===== src/rtl/sum_accum_pkg.sv =====
// Shared types, default sizes and width helper for the sum_accum frame accumulator.
// Optional feature macro used by this slice: SUM_ACCUM_FLUSH_EN.
package sum_accum_pkg;

  typedef enum logic {
    ACCUM = 1'b0,
    HOLD  = 1'b1
  } sum_accum_state_t;

  localparam int DEFAULT_WIDTH = 8;
  localparam int DEFAULT_COUNT = 4;

  // Accumulator width that can hold COUNT full-scale samples without wrapping.
  function automatic int acc_w(input int width, input int count);
    return width + $clog2(count);
  endfunction

endpackage


===== src/rtl/sum_accum_ctr.sv =====
// Sample counter for sum_accum: clear has priority over increment, and o_last
// flags the count value at which the next increment completes a frame.
module sum_accum_ctr #(
  parameter  int COUNT = 4,
  localparam int CNT_W = $clog2(COUNT) + 1
) (
  input  logic             clk,
  input  logic             rst,
  input  logic             i_clr,
  input  logic             i_inc,
  output logic [CNT_W-1:0] o_cnt,
  output logic             o_last
);

  localparam logic [CNT_W-1:0] LAST_CNT = CNT_W'(COUNT - 1);

  logic [CNT_W-1:0] r_cnt;

  always_ff @(posedge clk or posedge rst) begin
    if (rst) begin
      r_cnt <= '0;
    end else if (i_clr) begin
      r_cnt <= '0;
    end else if (i_inc) begin
      r_cnt <= r_cnt + 1'b1;
    end
  end

  assign o_cnt  = r_cnt;
  assign o_last = (r_cnt == LAST_CNT);

endmodule


===== src/rtl/sum_accum.sv =====
// Frame accumulator: sums COUNT accepted samples and presents the total on a
// valid/ready output. Define SUM_ACCUM_FLUSH_EN to add the early-flush input.
module sum_accum
  import sum_accum_pkg::*;
#(
  parameter  int WIDTH = DEFAULT_WIDTH,
  parameter  int COUNT = DEFAULT_COUNT,
  localparam int ACC_W = acc_w(WIDTH, COUNT),
  localparam int CNT_W = $clog2(COUNT) + 1
) (
  input  logic             clk,
  input  logic             rst,
  input  logic             in_valid,
  output logic             in_ready,
  input  logic [WIDTH-1:0] in_data,
  output logic             out_valid,
  input  logic             out_ready,
  output logic [ACC_W-1:0] out_data,
  output logic [CNT_W-1:0] out_cnt
`ifdef SUM_ACCUM_FLUSH_EN
  ,
  input  logic             flush
`endif
);

  sum_accum_state_t r_state;
  sum_accum_state_t w_nextState;

  logic             w_inReady;
  logic             w_outValid;
  logic             w_xfer;
  logic             w_endFrame;
  logic             w_ctrLast;
  logic [CNT_W-1:0] w_cnt;
  logic [CNT_W-1:0] w_frameCnt;
  logic [ACC_W-1:0] w_sum;
  logic [ACC_W-1:0] r_acc;
  logic [ACC_W-1:0] r_outData;
  logic [CNT_W-1:0] r_outCnt;

  sum_accum_ctr #(
    .COUNT (COUNT)
  ) u_ctr (
    .clk    (clk),
    .rst    (rst),
    .i_clr  (w_endFrame),
    .i_inc  (w_xfer),
    .o_cnt  (w_cnt),
    .o_last (w_ctrLast)
  );

  assign w_sum      = r_acc + {{(ACC_W - WIDTH){1'b0}}, in_data};
  assign w_frameCnt = w_cnt + CNT_W'(w_xfer);

  always_ff @(posedge clk or posedge rst) begin
    if (rst) begin
      r_state <= ACCUM;
    end else begin
      r_state <= w_nextState;
    end
  end

  // in_ready is held low while reset is asserted, otherwise it follows the state.
  always_comb begin
    w_nextState = r_state;
    w_inReady   = 1'b0;
    w_outValid  = 1'b0;
    w_xfer      = 1'b0;
    w_endFrame  = 1'b0;
    case (r_state)
      ACCUM: begin
        w_inReady  = ~rst;
        w_xfer     = in_valid & w_inReady;
`ifdef SUM_ACCUM_FLUSH_EN
        w_endFrame = (w_xfer & w_ctrLast) |
                     (flush & ~rst & (w_xfer | (w_cnt != '0)));
`else
        w_endFrame = w_xfer & w_ctrLast;
`endif
        if (w_endFrame) begin
          w_nextState = HOLD;
        end
      end
      HOLD: begin
        w_outValid = 1'b1;
        if (out_ready) begin
          w_nextState = ACCUM;
        end
      end
      default: begin
        w_nextState = ACCUM;
      end
    endcase
  end

  // A frame can end without a same-cycle transfer only through flush.
  always_ff @(posedge clk or posedge rst) begin
    if (rst) begin
      r_acc     <= '0;
      r_outData <= '0;
      r_outCnt  <= '0;
    end else if (w_endFrame) begin
      r_outData <= w_xfer ? w_sum : r_acc;
      r_outCnt  <= w_frameCnt;
      r_acc     <= '0;
    end else if (w_xfer) begin
      r_acc <= w_sum;
    end
  end

  assign in_ready  = w_inReady;
  assign out_valid = w_outValid;
  assign out_data  = r_outData;
  assign out_cnt   = r_outCnt;

endmodule


===== config.mk =====
export PLATFORM = sky130hd
export DESIGN_NAME = sum_accum
export DESIGN_NICKNAME = d
export VERILOG_FILES = /design/src/rtl/sum_accum_pkg.sv /design/src/rtl/sum_accum_ctr.sv /design/src/rtl/sum_accum.sv
export SDC_FILE = /design/constraint.sdc
export NUM_CORES = 1
export LEC_CHECK = 0
export BUFFER_PORTS_ARGS = -buffer_cell sky130_fd_sc_hd__buf_4
export CAP_MARGIN = 20
export CORE_UTILIZATION = 59
export CTS_CLUSTER_SIZE = 28
export DETAILED_ROUTE_END_ITERATION = 10
export PLACE_DENSITY = 0.95
export SLEW_MARGIN = 40
export SYNTH_ARGS = -nofsm -noshare
export SYNTH_HDL_FRONTEND = slang
export SYNTH_HIERARCHICAL = 1
export SYNTH_SLANG_ARGS = --single-unit
export TNS_END_PERCENT = 100

===== constraint.sdc =====
create_clock -name clk -period 5.6 [get_ports clk]
set_input_delay 0.28 -clock clk [delete_from_list [all_inputs] [get_ports clk]]
set_output_delay 0.28 -clock clk [all_outputs]
set_load 0.05 [all_outputs]

=== Yosys cells after proc, flatten, opt, wreduce, memory -nomap -nowiden ===
Index checks and enable logic that the tools add are counted.

* Register bits after elaboration: 27
* Input port bits: 12
* Word-level logic and storage cells: 25

* Add/subtract/negate cells: 3
* Equal/unequal tests: 1
* Muxes and demuxes: 11
* Bitwise logic cells: 4
* Reduce and logical (&&, ||, !) cells: 1

{| class="wikitable"
|+ Operators by type and width
! kind !! count
|-
| $mux W10 || 2
|-
| $add A10 B8 Y10 || 1
|-
| $mux W1 || 6
|-
| $mux W3 || 2
|-
| $add A3 B1 Y3 || 1
|-
| $add A3 B1 Y3 const B || 1
|-
| $eq A3 B2 Y1 const B || 1
|-
| $and A1 B1 Y1 || 2
|-
| $not A1 Y1 || 2
|-
| $pmux W1 S2 || 1
|-
| $reduce_bool A2 Y1 || 1
|}

=== Depth between registers and ports, before layout ===
* Depth in word-level cells: 5
* Mapped depth: 8
* Depth with buffers taken out: 6

=== Hierarchy ===
Netlist, hierarchy kept.

{| class="wikitable"
|+ Modules (own cells, without submodules)
! module !! instances !! cells each !! area each (µm²) !! seq. area each (µm²)
|-
| sum_accum || 1 || 140 || 1,343.8 || 600.6
|-
| sum_accum_ctr || 1 || 13 || 145.1 || 75.1
|}

=== Worst setup path before layout ===
Ideal clock, no wire load.

* Kind: register to register
* From: register r_acc[0]
* To: register r_acc[8]
* Arrival: 1,857 ps
* Required time: 5,479 ps
* Setup slack: 3,622 ps
* Cell stages (with the launch flop): 7
* Path buffers: 0
* Period minus slack after synthesis: 1,978 ps
* Cell sequence: dfrtp_1 -> ha_1 -> fa_1 -> a211oi_1 -> nor3_1 -> or2_2 -> a22o_1

* Cells in the longest elaborated chain, start to end: 3

{| class="wikitable"
|+ Ends and longest elaborated chain
! item !! line !! RTL
|-
| from (decl) || sum_accum.sv:37 || <nowiki>logic [ACC_W-1:0] r_acc;</nowiki>
|-
| from (signal assigned) || sum_accum.sv:107 || <nowiki>r_acc <= w_sum;</nowiki>
|-
| $add A10 B8 Y10 || sum_accum.sv:52 || <nowiki>assign w_sum = r_acc + {{(ACC_W - WIDTH){1'b0}}, in_data};</nowiki>
|-
| $mux W10 || sum_accum.sv:106 || <nowiki>end else if (w_xfer) begin</nowiki>
|-
| $mux W10 || sum_accum.sv:102 || <nowiki>end else if (w_endFrame) begin</nowiki>
|}

Every way passes these cells.
A chain may end at the register's enable or synchronous reset.

=== Worst setup path in the final report ===
* From: register u_ctr.r_cnt[0], in the netlist u_ctr/o_cnt[0]
* To: register r_outData[3], in the netlist out_data[3]

* Cells in the longest elaborated chain, start to end: 3

{| class="wikitable"
|+ Ends and longest elaborated chain
! item !! line !! RTL
|-
| from (decl) || sum_accum_ctr.sv:17 || <nowiki>logic [CNT_W-1:0] r_cnt;</nowiki>
|-
| from (signal assigned) || sum_accum_ctr.sv:25 || <nowiki>r_cnt <= r_cnt + 1'b1;</nowiki>
|-
| $eq A3 B2 Y1 || sum_accum_ctr.sv:30 || <nowiki>assign o_last = (r_cnt == LAST_CNT);</nowiki>
|-
| net w_ctrLast || sum_accum.sv:33 || <nowiki>logic w_ctrLast;</nowiki>
|-
| $and A1 B1 Y1 || sum_accum.sv:78 || <nowiki>w_endFrame = w_xfer & w_ctrLast;</nowiki>
|-
| $mux W1 || sum_accum.sv:70 || <nowiki>case (r_state)</nowiki>
|-
| net w_endFrame || sum_accum.sv:32 || <nowiki>logic w_endFrame;</nowiki>
|-
| to (signal assigned) || sum_accum.sv:103 || <nowiki>r_outData <= w_xfer ? w_sum : r_acc;</nowiki>
|-
| to (decl) || sum_accum.sv:38 || <nowiki>logic [ACC_W-1:0] r_outData;</nowiki>
|}

The timed path passes the listed nets, and every way through them passes these cells.

==> results.py <==
metrics = {
    "setup_path": {
        "critPathCaptureType": "flop",
        "crit_fanout": 21,
        "critical_path_class": "flop to flop",
        "crit_arrival_ns": 2.82,
        "reg2reg_slack_ns": 3.01,
        "cp.required_ns": 5.82,
        "startpoint_type": "flop",
        "r2r_start": "u_ctr/o_cnt[0]",
        "crit_path_start": "u_ctr/o_cnt[0]",
    },
    "clock_network": {
        "cts_setup_buffers": 0,
        "cts-root-buf": "clkbuf_4",
        "clock_sinks": 27,
        "path_clk_slew_ns": 0.15,
        "cts_hold_buf": 1,
        "cts_resized": 0,
        "numCtsBuffers": 3,
        "clock_latency_ns": 0.33,
        "clock_path_buffers": 2,
        "ctsHtreeMaxLevel": 1,
        "cts_tree": "built",
    },
    "layout": {
        "area_growth_pct": 16.5,
        "seqCellArea_um2": 676,
        "fillers": 158,
        "final_cells": 207,
        "num_antenna_cells": 0,
        "multi_input_area_um2": 764,
        "layout_commonest_cell": "nand2_1",
        "drive_above_1_share_pct": 20.1,
        "most-common-layout-cells": "nand2_1, dfrtp_1, buf_4",
        "fin_nets": 205,
    },
    "die": {
        "rows": 17,
        "initial_core_util_pct": 64.8,
        "die_h_um": 52.2,
        "die_w_um": 52.2,
        "coreArea_um2": 2300,
        "ios": 27,
        "dieArea_um2": 2730,
    },
    "sta": {
        "worst_slew_pin_slew_ns": 0.785,
        "rsz0062_at_grt": "no",
        "fin_crit_ns": 2.59,
        "final_hold_viol_count": 0,
        "drv_slew": 0,
        "setup_violations": 0,
        "fmax_mhz": 386,
        "fin_crit_sh_pct": 46.3,
        "slew_headroom_pct": 47.4,
        "setup_tns_ns": 0,
        "skew_ns": 0.00881,
        "fin_ws_ns": 3.01,
    },
    "power": {
        "p_leak_uw": 0.000871,
        "ir_worst_vdd_uv": 477,
        "cellPowerDensity_nw_per_um2": 595,
    },
    "yosys": {
        "synth_warnings": 6,
        "ys_types": 34,
        "synth_edf_count": 0,
        "synthArstFlopShare_pct": 100,
        "synthesis.area_um2": 1490,
        "synthCells": 153,
        "avgSynthCellArea_um2": 9.73,
        "synth_seq_cells": 27,
        "synthFlopType": "dfrtp_1",
        "synth_seq_area_share_pct": 45.4,
        "syn_nets": 178,
    },
    "placement": {
        "dpl.hpwl_mm": 2.47,
        "gp_congestion": 0.878,
        "dp_cells": 202,
        "numPortBuffers": 26,
        "pre_cts_slack_ns": 3.05,
    },
    "grt": {
        "grt.overflow.total": 0,
        "grt_pass1_wl_mm": 5.29,
        "grt_antenna_before_repair": 0,
        "gr-usage-all-layers_pct": 26.7,
        "grt_max_degree": 25,
        "grt_pass1_vias": 1218,
    },
    "route": {
        "routed_wire_length_per_instance_um": 15.6,
        "drt_iter0_drc": 34,
        "drc": 0,
        "via_count": 1254,
        "drt_pass1_iterations": 4,
        "routed_wl_mm": 3.24,
        "avgViaCountPerCell": 6.06,
        "ant_nets": 0,
    },
    "hold_path": {
        "min_from": "out_ready",
        "hp-class": "primary input to flop",
    },
    "run": {
        "maxCapViolations": 0,
    },
    "run_status": {
        "outcome": "complete, no violations",
    },
}
## metrics by stage
step | hold WS, ns | power [uW] | area, um2 | util, %
floorplan | 0.0336 | 778 | 1490 | -
global placement | 0.188 | 914 | 1700 | 73.9
detailed placement | 0.199 | 943 | 1700 | 73.9
CTS | 0.112 | 1030 | 1730 | 75.5
global route | 0.112 | 1100 | 1730 | 75.5
finish | 0.112 | 1030 | 1730 | 75.5
## routing by layer
| layer | routed length, um | GRT usage, % |
|---|---|---|
| met1 | 1360 | 33.6 |
| met4 | 53 | 10.5 |
| met5 | 0 | 0 |
| met2 | 1650 | 46.8 |
| met3 | 174 | 2.90 |
## cell type report
type	instances	share of cell area, %
Multi-Input combinational cell	114	44.1
Sequential cell	27	39.0
Timing Repair Buffer	27	11.8
Tap cell	28	2.02
Inverter	7	1.52
Clock buffer	3	1.30
Clock inverter	1	0.289
## synth_stat cells, types with 3 or more instances
cell type | count | area [um2]
nor2_1 | 6 | 22.5
o211ai_1 | 6 | 45.0
o21ai_0 | 11 | 55.1
ha_1 | 12 | 150
dfrtp_1 | 27 | 676
nand2_1 | 32 | 120
buf_2 | 3 | 15.0
inv_1 | 6 | 22.5
a21o_1 | 3 | 22.5
o31ai_1 | 5 | 37.5
a211oi_1 | 3 | 22.5
xnor2_1 | 5 | 43.8
a21oi_1 | 6 | 30.0
## worst max-delay path, cell delays in order (launching register included)
cell	delay [ns]
dfrtp_1	0.45
ha_1	0.21
ha_1	0.30
nand4bb_1	0.63
clkinv_1	0.51
mux2_2	0.39
## power breakdown
part | internal, uW | leakage (uW) | total (uW) | switching, uW
combinational | 217 | 0.000516 | 603 | 385
sequential | 280 | 0.000337 | 344 | 63.9
clock | 26.8 | 0.0000177 | 84.6 | 57.8
total | 525 | 0.000871 | 1030 | 507
## sequential cells by signal, indices dropped and copies added, names as in the netlist
| signal | flops |
|---|---|
| out_cnt | 3 |
| out_data | 10 |
| r_acc | 10 |
| r_state | 1 |
| u_ctr/o_cnt | 3 |
## cell families (layout without fill, tap and decap cells)
logic type	count (synthesis)	after routing	share of synthesized area, %
mux	2	2	1.43
simple gates	48	48	14.0
fa+ha+maj	13	13	11.4
flops	27	27	45.4
buf+inv	12	38	3.28
xor+xnor	7	7	4.12
compound gates	44	44	20.3
## worst paths after layout
path                                       end  cells past startpoint
worst max-delay path               out_data[3]                      5
worst min-delay path                   r_state                      2
worst max register to register     out_data[3]                      5
worst min register to register      out_cnt[0]                      2
max in group asynchronous             r_acc[3]                      3
min in group asynchronous       u_ctr/o_cnt[2]                      3
Power figures use the tool's default switching activity.
